--- config.mk ---
export PLATFORM = sky130hd
export DESIGN_NAME = bram_dump_reader
export DESIGN_NICKNAME = d
export VERILOG_FILES = /design/src/rtl/bram_dump_reader.sv
export SDC_FILE = /design/constraint.sdc
export NUM_CORES = 1
export LEC_CHECK = 0
export ABC_AREA = 1
export CAP_MARGIN = 10
export CORE_MARGIN = 3
export CORE_UTILIZATION = 25
export CTS_BUF_LIST = sky130_fd_sc_hd__clkbuf_16
export CTS_CLUSTER_SIZE = 28
export DETAILED_ROUTE_END_ITERATION = 6
export GPL_TIMING_DRIVEN = 0
export HOLD_SLACK_MARGIN = 0.05
export SLEW_MARGIN = 20
export SYNTH_ARGS = -nofsm -noshare
export SYNTH_HDL_FRONTEND = slang
export SYNTH_SLANG_ARGS = --single-unit
--- constraint.sdc ---
create_clock -name CLK -period 5.3 [get_ports CLK]
set_clock_uncertainty 0.05 [all_clocks]
set_input_delay 1.06 -clock CLK [delete_from_list [all_inputs] [get_ports CLK]]
set_output_delay 1.06 -clock CLK [all_outputs]
set_load 0.005 [all_outputs]
--- src/rtl/bram_dump_reader.sv ---
// bram_dump_reader: sweeps BRAM addresses 0..MEMSIZE-1 through one read port
// and streams each word out on a valid/ready interface, tagging the last word.
// Optional feature: define BRAM_DUMP_CHECKSUM_EN to build the running-XOR
// checksum of accepted words on CHKSUM (otherwise CHKSUM is constant 0).
//
// Ports:
//   CLK, RST        clock and asynchronous active-high reset
//   START           pulse to begin a sweep (ignored while BUSY)
//   BUSY, DONE      sweep in progress / one-cycle pulse on last-word accept
//   EN, WE, ADDR, DI, DO   BRAM port (WE and DI tied to 0, read-only use)
//   DOUT, DOUT_VALID, DOUT_READY, DOUT_LAST   output stream
//   CHKSUM          XOR of accepted words since START
module bram_dump_reader #(
  parameter int unsigned ADDR_WIDTH = 1,
  parameter int unsigned DATA_WIDTH = 1,
  parameter int unsigned MEMSIZE    = 1,
  parameter int unsigned PIPELINED  = 0,
  parameter int unsigned FIFO_DEPTH = 4
) (
  input  logic                  CLK,
  input  logic                  RST,
  input  logic                  START,
  output logic                  BUSY,
  output logic                  DONE,
  output logic                  EN,
  output logic                  WE,
  output logic [ADDR_WIDTH-1:0] ADDR,
  output logic [DATA_WIDTH-1:0] DI,
  input  logic [DATA_WIDTH-1:0] DO,
  output logic [DATA_WIDTH-1:0] DOUT,
  output logic                  DOUT_VALID,
  input  logic                  DOUT_READY,
  output logic                  DOUT_LAST,
  output logic [DATA_WIDTH-1:0] CHKSUM
);

  localparam int unsigned LAT = (PIPELINED != 0) ? 2 : 1;
  localparam int unsigned PW  = (FIFO_DEPTH > 1) ? $clog2(FIFO_DEPTH) : 1;
  localparam int unsigned CW  = $clog2(FIFO_DEPTH + 1);
  localparam logic [ADDR_WIDTH-1:0] LAST_ADDR = ADDR_WIDTH'(MEMSIZE - 1);

  typedef enum logic [1:0] {
    S_IDLE  = 2'd0,
    S_ISSUE = 2'd1,
    S_DRAIN = 2'd2
  } state_t;

  state_t                state_q, state_d;
  logic [ADDR_WIDTH-1:0] cnt_q, cnt_d;
  logic                  en_q, en_d;
  logic                  last_iss_q, last_iss_d;
  logic [ADDR_WIDTH-1:0] addr_q, addr_d;
  logic [LAT-1:0]        tag_v_q, tag_l_q;
  logic [CW-1:0]         infl_q, infl_d;
  logic [CW-1:0]         fifo_cnt_q, fifo_cnt_d;
  logic [PW-1:0]         wr_ptr_q, rd_ptr_q;
  logic [DATA_WIDTH-1:0] fifo_data_q [FIFO_DEPTH];
  logic                  fifo_last_q [FIFO_DEPTH];

  logic issue_c, credit_c, push_c, pop_c, head_last_c, done_c;

  function automatic logic [PW-1:0] ptr_inc(input logic [PW-1:0] p);
    return (p == PW'(FIFO_DEPTH - 1)) ? '0 : p + PW'(1);
  endfunction

  // Credits count words already buffered plus words still inside the BRAM
  // pipeline, so every issued read is guaranteed a FIFO slot on arrival.
  assign credit_c    = (32'(fifo_cnt_q) + 32'(infl_q)) < 32'(FIFO_DEPTH);
  assign push_c      = tag_v_q[LAT-1];
  assign DOUT_VALID  = (fifo_cnt_q != '0);
  assign pop_c       = DOUT_VALID & DOUT_READY;
  assign head_last_c = fifo_last_q[rd_ptr_q];
  assign done_c      = pop_c & head_last_c & (state_q == S_DRAIN);

  // Next-state and issue control
  always_comb begin
    state_d    = state_q;
    cnt_d      = cnt_q;
    issue_c    = 1'b0;
    case (state_q)
      S_IDLE: begin
        if (START) begin
          state_d = S_ISSUE;
          cnt_d   = '0;
        end
      end
      S_ISSUE: begin
        if (credit_c) begin
          issue_c = 1'b1;
          if (cnt_q == LAST_ADDR) begin
            state_d = S_DRAIN;
          end else begin
            cnt_d = cnt_q + ADDR_WIDTH'(1);
          end
        end
      end
      S_DRAIN: begin
        if (done_c) begin
          state_d = S_IDLE;
        end
      end
      default: state_d = S_IDLE;
    endcase
  end

  // Datapath next values
  always_comb begin
    en_d       = issue_c;
    last_iss_d = issue_c & (cnt_q == LAST_ADDR);
    addr_d     = issue_c ? cnt_q : addr_q;
    fifo_cnt_d = fifo_cnt_q + CW'(push_c) - CW'(pop_c);
    infl_d     = infl_q + CW'(issue_c) - CW'(push_c);
  end

  // State, issue, tag pipeline and FIFO registers
  always_ff @(posedge CLK or posedge RST) begin
    if (RST) begin
      state_q    <= S_IDLE;
      cnt_q      <= '0;
      en_q       <= 1'b0;
      last_iss_q <= 1'b0;
      addr_q     <= '0;
      tag_v_q    <= '0;
      tag_l_q    <= '0;
      infl_q     <= '0;
      fifo_cnt_q <= '0;
      wr_ptr_q   <= '0;
      rd_ptr_q   <= '0;
      for (int i = 0; i < int'(FIFO_DEPTH); i++) begin
        fifo_data_q[i] <= '0;
        fifo_last_q[i] <= 1'b0;
      end
    end else begin
      state_q    <= state_d;
      cnt_q      <= cnt_d;
      en_q       <= en_d;
      last_iss_q <= last_iss_d;
      addr_q     <= addr_d;
      infl_q     <= infl_d;
      fifo_cnt_q <= fifo_cnt_d;
      // Tag stage 0 lines up with the cycle after EN; stage LAT-1 with DO.
      tag_v_q[0] <= en_q;
      tag_l_q[0] <= last_iss_q;
      for (int i = 1; i < int'(LAT); i++) begin
        tag_v_q[i] <= tag_v_q[i-1];
        tag_l_q[i] <= tag_l_q[i-1];
      end
      if (push_c) begin
        fifo_data_q[wr_ptr_q] <= DO;
        fifo_last_q[wr_ptr_q] <= tag_l_q[LAT-1];
        wr_ptr_q              <= ptr_inc(wr_ptr_q);
      end
      if (pop_c) begin
        rd_ptr_q <= ptr_inc(rd_ptr_q);
      end
    end
  end

`ifdef BRAM_DUMP_CHECKSUM_EN
  logic [DATA_WIDTH-1:0] chk_q, chk_d;

  // Running XOR of accepted words, restarted by an accepted START
  always_comb begin
    chk_d = chk_q;
    if ((state_q == S_IDLE) && START) begin
      chk_d = '0;
    end else if (pop_c) begin
      chk_d = chk_q ^ fifo_data_q[rd_ptr_q];
    end
  end

  always_ff @(posedge CLK or posedge RST) begin
    if (RST) begin
      chk_q <= '0;
    end else begin
      chk_q <= chk_d;
    end
  end

  assign CHKSUM = chk_q;
`else
  assign CHKSUM = '0;
`endif

  assign BUSY      = (state_q != S_IDLE);
  assign DONE      = done_c;
  assign EN        = en_q;
  assign WE        = 1'b0;
  assign ADDR      = addr_q;
  assign DI        = '0;
  assign DOUT      = fifo_data_q[rd_ptr_q];
  assign DOUT_LAST = head_last_c & DOUT_VALID;

endmodule

=== Word-level counts from Yosys, hierarchy flattened ===
Cells that the tools add are included.

* Add/sub/neg operators: 8
* Reductions and logical operators: 7
* Magnitude comparators: 4
* Muxes and demuxes: 23
* Bitwise gates (word level): 8
* Equal/unequal tests: 8

{| class="wikitable"
|+ Operators with widths
! kind !! number
|-
| $mux W2 || 6
|-
| $mux W1 || 10
|-
| $bwmux W4 || 2
|-
| $ne A2 B2 Y1 const B || 4
|-
| $add A3 B1 Y3 || 2
|-
| $eq A2 B2 Y1 const B || 3
|-
| $ge A3 B3 Y1 const B || 2
|-
| $not A2 Y3 || 2
|-
| $pmux W2 S3 || 1
|-
| $sub A3 B1 Y3 || 2
|-
| $and A1 B1 Y1 || 5
|-
| $add A2 B1 Y2 const B || 2
|-
| $add A3 B3 Y4 || 1
|-
| $bmux W1 S2 || 2
|-
| $lt A4 B3 Y1 const B || 1
|-
| $reduce_and A4 Y1 || 1
|-
| $reduce_bool A2 Y1 || 2
|-
| $lt A3 B1 Y1 const B || 1
|-
| $reduce_and A3 Y1 || 1
|-
| $reduce_bool A3 Y1 || 1
|-
| $demux W1 S2 || 1
|-
| $eq A2 B1 Y1 const B || 1
|-
| $logic_not A2 Y1 || 1
|-
| $pmux W1 S2 || 1
|-
| other kinds (3) || 3
|}

* Word-level logic and storage cells: 77
* Register bits after elaboration: 26
* Input bits: 5
* Output and inout port bits: 10

=== Depth between registers and ports, before layout ===
* Word-level depth: 8
* Mapped depth: 9
* Mapped depth without buffers: 9

=== Least setup slack after synthesis ===
OpenSTA, ideal clock, no wires.

* Path type: input to output
* From: input port DOUT_READY
* To: output port DONE
* Stages: 4
* Path buffers: 0
* Arrival time: 1.450 ns
* Setup slack: 2.740 ns
* Required time: 4.190 ns
* Cell sequence: inv_1 > a21oi_4 > nand3_2 > nor2_1

* Longest elaborated chain between the ends: 3

{| class="wikitable"
|+ Ends and longest elaborated chain
! what !! line !! RTL
|-
| start, declared || 32 || <nowiki>input logic DOUT_READY,</nowiki>
|-
| $and A1 B1 Y1 || 71 || <nowiki>assign pop_c = DOUT_VALID & DOUT_READY;</nowiki>
|-
| named net pop_c || 60 || <nowiki>logic issue_c, credit_c, push_c, pop_c, head_last_c, done_c;</nowiki>
|-
| $and A1 B1 Y1 (2 in a row) || 73 || <nowiki>assign done_c = pop_c & head_last_c & (state_q == S_DRAIN);</nowiki>
|-
| end, declared || 24 || <nowiki>output logic DONE,</nowiki>
|}

The timed path passes the listed nets, and every way through them passes these cells.

=== Worst setup path in the final report ===
Ends and elaborated chain as after synthesis.

==> qor.txt <==
status = finished clean
first drt pass iteration count = 2
largest area contributor in the netlist = dfrtp_1
synth-to-layout area growth = 22.1%
fill count = 460
XOR/XNOR Fraction of Synth Area = 0.0304
post-CTS setup buffer count = 0
r2r startpoint = fifo_cnt_q[1]
Setup crit end kind = output port
sequential fraction of design power = 0.379
Max Cap Violations = 0
fin crit period = 3.56 ns
leakage power = 0.721 nW
# IOs = 15
Clk Latency, worst-skew pair = 0.25 ns
Worst setup SP type = input port
port bufs = 10
Cell Area, Placed = 1330 µm²
Synth warnings = 0
Worst slew margin = 0.443
CORE AREA = 4410 µm²
fraction of layout cells with a size suffix above 1 = 0.100
Syn Inst Count = 123
final setup fails = 0
CP Max Fanout = 6
drt wl/cell = 9.24 µm
Worst Setup Path Type = input port to output port
Post-CTS Hold Fix Bufs = 0
cell area after synthesis = 1150 µm²
remaining global-route overflow = 0
Final Hold Viols = 0
# rows = 24
pin count of the biggest net entering global routing = 23
sw frac = 0.366
routed wire length = 1780 µm
CTS tree = done
worst path required time = 4.19 ns
Synth Area in Adders = 0.154
# placed instances = 188
first-pass GRT wire length = 3130 µm
RSZ-0062 raised after global routing = false
met1 GRT Util = 0.101
die height = 73.9 µm
setup TNS = 0 ns
Synth Area in Compound Gates = 0.0630
drc violations = 0
Die Span X = 73.9 µm
Post-CTS Resized = 0
Detailed Place HPWL = 1340 µm
antenna violations before repair = 0
Initial Util = 0.261
largest family of logic cells by synthesized area = simple AND/OR/NAND/NOR gates
Post-Layout Cell Count = 192
gr usage total = 0.0746
internal power = 0.531 mW
CTS sink count = 22
vias in the first global route = 714
Finished Cell Area = 1410 µm²
maximum clock rate = 281 MHz
hold_sp = EN
worst-margin pin slew = 0.834 ns
nets = 159
Global Route met2 Usage = 0.112
clock buffer depth = 2
Max H-tree Level = 1
Psw = 0.307 mW
Vias = 752
antenna-violating nets left = 0
clock share of power = 0.187
die area = 5460 µm²
GRT busiest layer = met2
fin crit share = 0.672
GR Layer Usage met3 = 0.0164
Avg Inst Size Synth = 9.37 µm²
Clock Root Buffer = clkbuf_16
total CTS buffers = 3
Final Max Slew Viols = 0
Synth Area in Simple Gates = 0.163
Ant. Diodes = 0
Worst-path clk slew = 0.06 ns
CP Launch Point = DOUT_READY
synth unique cells = 21
GPL Wtd Cong = 0.713
Worst Path Arrival = 2.45 ns
post-synth top area share = 0.478
cells taking the most area after synthesis = dfrtp_1 48%, ha_1 12%, nand2_1 8.8%, inv_1 7.5%, o21ai_0 4.3%
Logic pwr share = 0.434
drt via density = 3.92
Peak VDD IR = 133 µV
Synth Register Bits = 22
post-synthesis mux area share = 0
post-synthesis sequential area ratio = 0.478
Pwr Density = 595 nW/µm²
drt first-iter violations = 32
worst min-delay path category = flop to flop
==> synthesized netlist by cell type <==
cell type   n
a21oi_4     1
o22ai_1     1
and3_1      1
inv_2       1
nand3_2     3
buf_4       4
dfrtp_1    22
nor2_2      1
ha_1       11
nand3_1     2
inv_1      23
o21ai_0    10
conb_1      1
xnor2_1     2
nand4_1     1
nor3_1      1
fa_1        2
clkbuf_2    1
nor2_1      6
xor2_1      2
nand2_1    27
==> flip-flops by register name, indices dropped and copies added (netlist names) <==
signal / count
rd_ptr_q: 2
fifo_cnt_q: 3
tag_l_q: 1
fifo_data_q: 4
infl_q: 3
wr_ptr_q: 2
fifo_last_q: 4
state_q: 2
EN: 1
==> area by class of cell <==
cell class                 count  area [µm²]  area share
sequential                    22         551       0.391
multi-input combinational     75         488       0.347
timing repair buffer          10         100      0.0711
inverter                      24        90.1      0.0640
clock buffer                   3        75.1      0.0533
tap                           52        65.1      0.0462
buffer                         5        35.0      0.0249
clock inverter                 1        3.75     0.00267
==> logic make-up after synthesis <==
family / after synthesis
AO/OA/AOI/OAI: 12
XOR/XNOR: 4
adder cells (fa/ha/maj): 13
buffers and inverters: 29
flip-flops: 22
other: 1
AND/OR/NAND/NOR: 42
==> power by group through the flow <==
stage | Sequential, mW | Combinational (mW) | Clock [mW]
after floorplan | 0.306 | 0.264 | 0
after global placement | 0.320 | 0.357 | 0
after detailed placement | 0.321 | 0.367 | 0
after CTS | 0.319 | 0.372 | 0.161
after global routing | 0.333 | 0.435 | 0.166
final | 0.318 | 0.363 | 0.156
==> worst paths after layout <==
path                                  endpoint  slack [ns]  cells after the start
worst max-delay path                      DONE        1.74                      6
worst min-delay path                   tag_l_q        0.34                      0
worst max register to register   fifo_cnt_q[2]        3.24                      9
worst min register to register         tag_l_q        0.34                      0
max in group asynchronous       fifo_last_q[0]        3.45                      2
min in group asynchronous            infl_q[0]        1.23                      2
==> critical path, cell delays in order <==
cell and delay (ns):
clkdlybuf4s50_1 0.46, inv_1 0.06, a21oi_4 0.18, nand3_2 0.10
nor2_1 0.09, clkdlybuf4s50_1 0.50
==> per-layer routing <==
| layer | wire length [µm] | share of wire |
|---|---|---|
| met5 | 0 | 0 |
| met4 | 14 | 0.0079 |
| met3 | 71 | 0.040 |
| met2 | 799 | 0.45 |
| met1 | 889 | 0.50 |
==> stage by stage <==
stage          hold WS, ns  setup WS [ns]  total power [mW]   util
2_1_floorplan        0.326           2.74             0.570      -
3_3_place_gp         0.327           1.73             0.678  0.301
3_5_place_dp         0.320           1.73             0.688  0.301
4_1_cts              0.338           1.72             0.853  0.319
5_1_grt              0.353           1.66             0.934  0.319
6_report             0.338           1.74             0.837  0.319
==> placed cells by master (no fill, tap or decap) <==
cell | synthesis | routed
nand2_1 | 27 | 27
inv_1 | 23 | 23
dfrtp_1 | 22 | 22
ha_1 | 11 | 11
o21ai_0 | 10 | 10
clkdlybuf4s50_1 | 0 | 10
nor2_1 | 6 | 6
buf_4 | 4 | 4
conb_1 | 1 | 4
nand3_2 | 3 | 3
clkbuf_16 | 0 | 3
nand3_1 | 2 | 2
xnor2_1 | 2 | 2
xor2_1 | 2 | 2
fa_1 | 2 | 2
clkbuf_2 | 1 | 1
nor2_2 | 1 | 1
a21oi_4 | 1 | 1
inv_2 | 1 | 1
nor3_1 | 1 | 1
nand4_1 | 1 | 1
o22ai_1 | 1 | 1
and3_1 | 1 | 1
clkinv_1 | 0 | 1
Power figures use the tool's default switching activity.
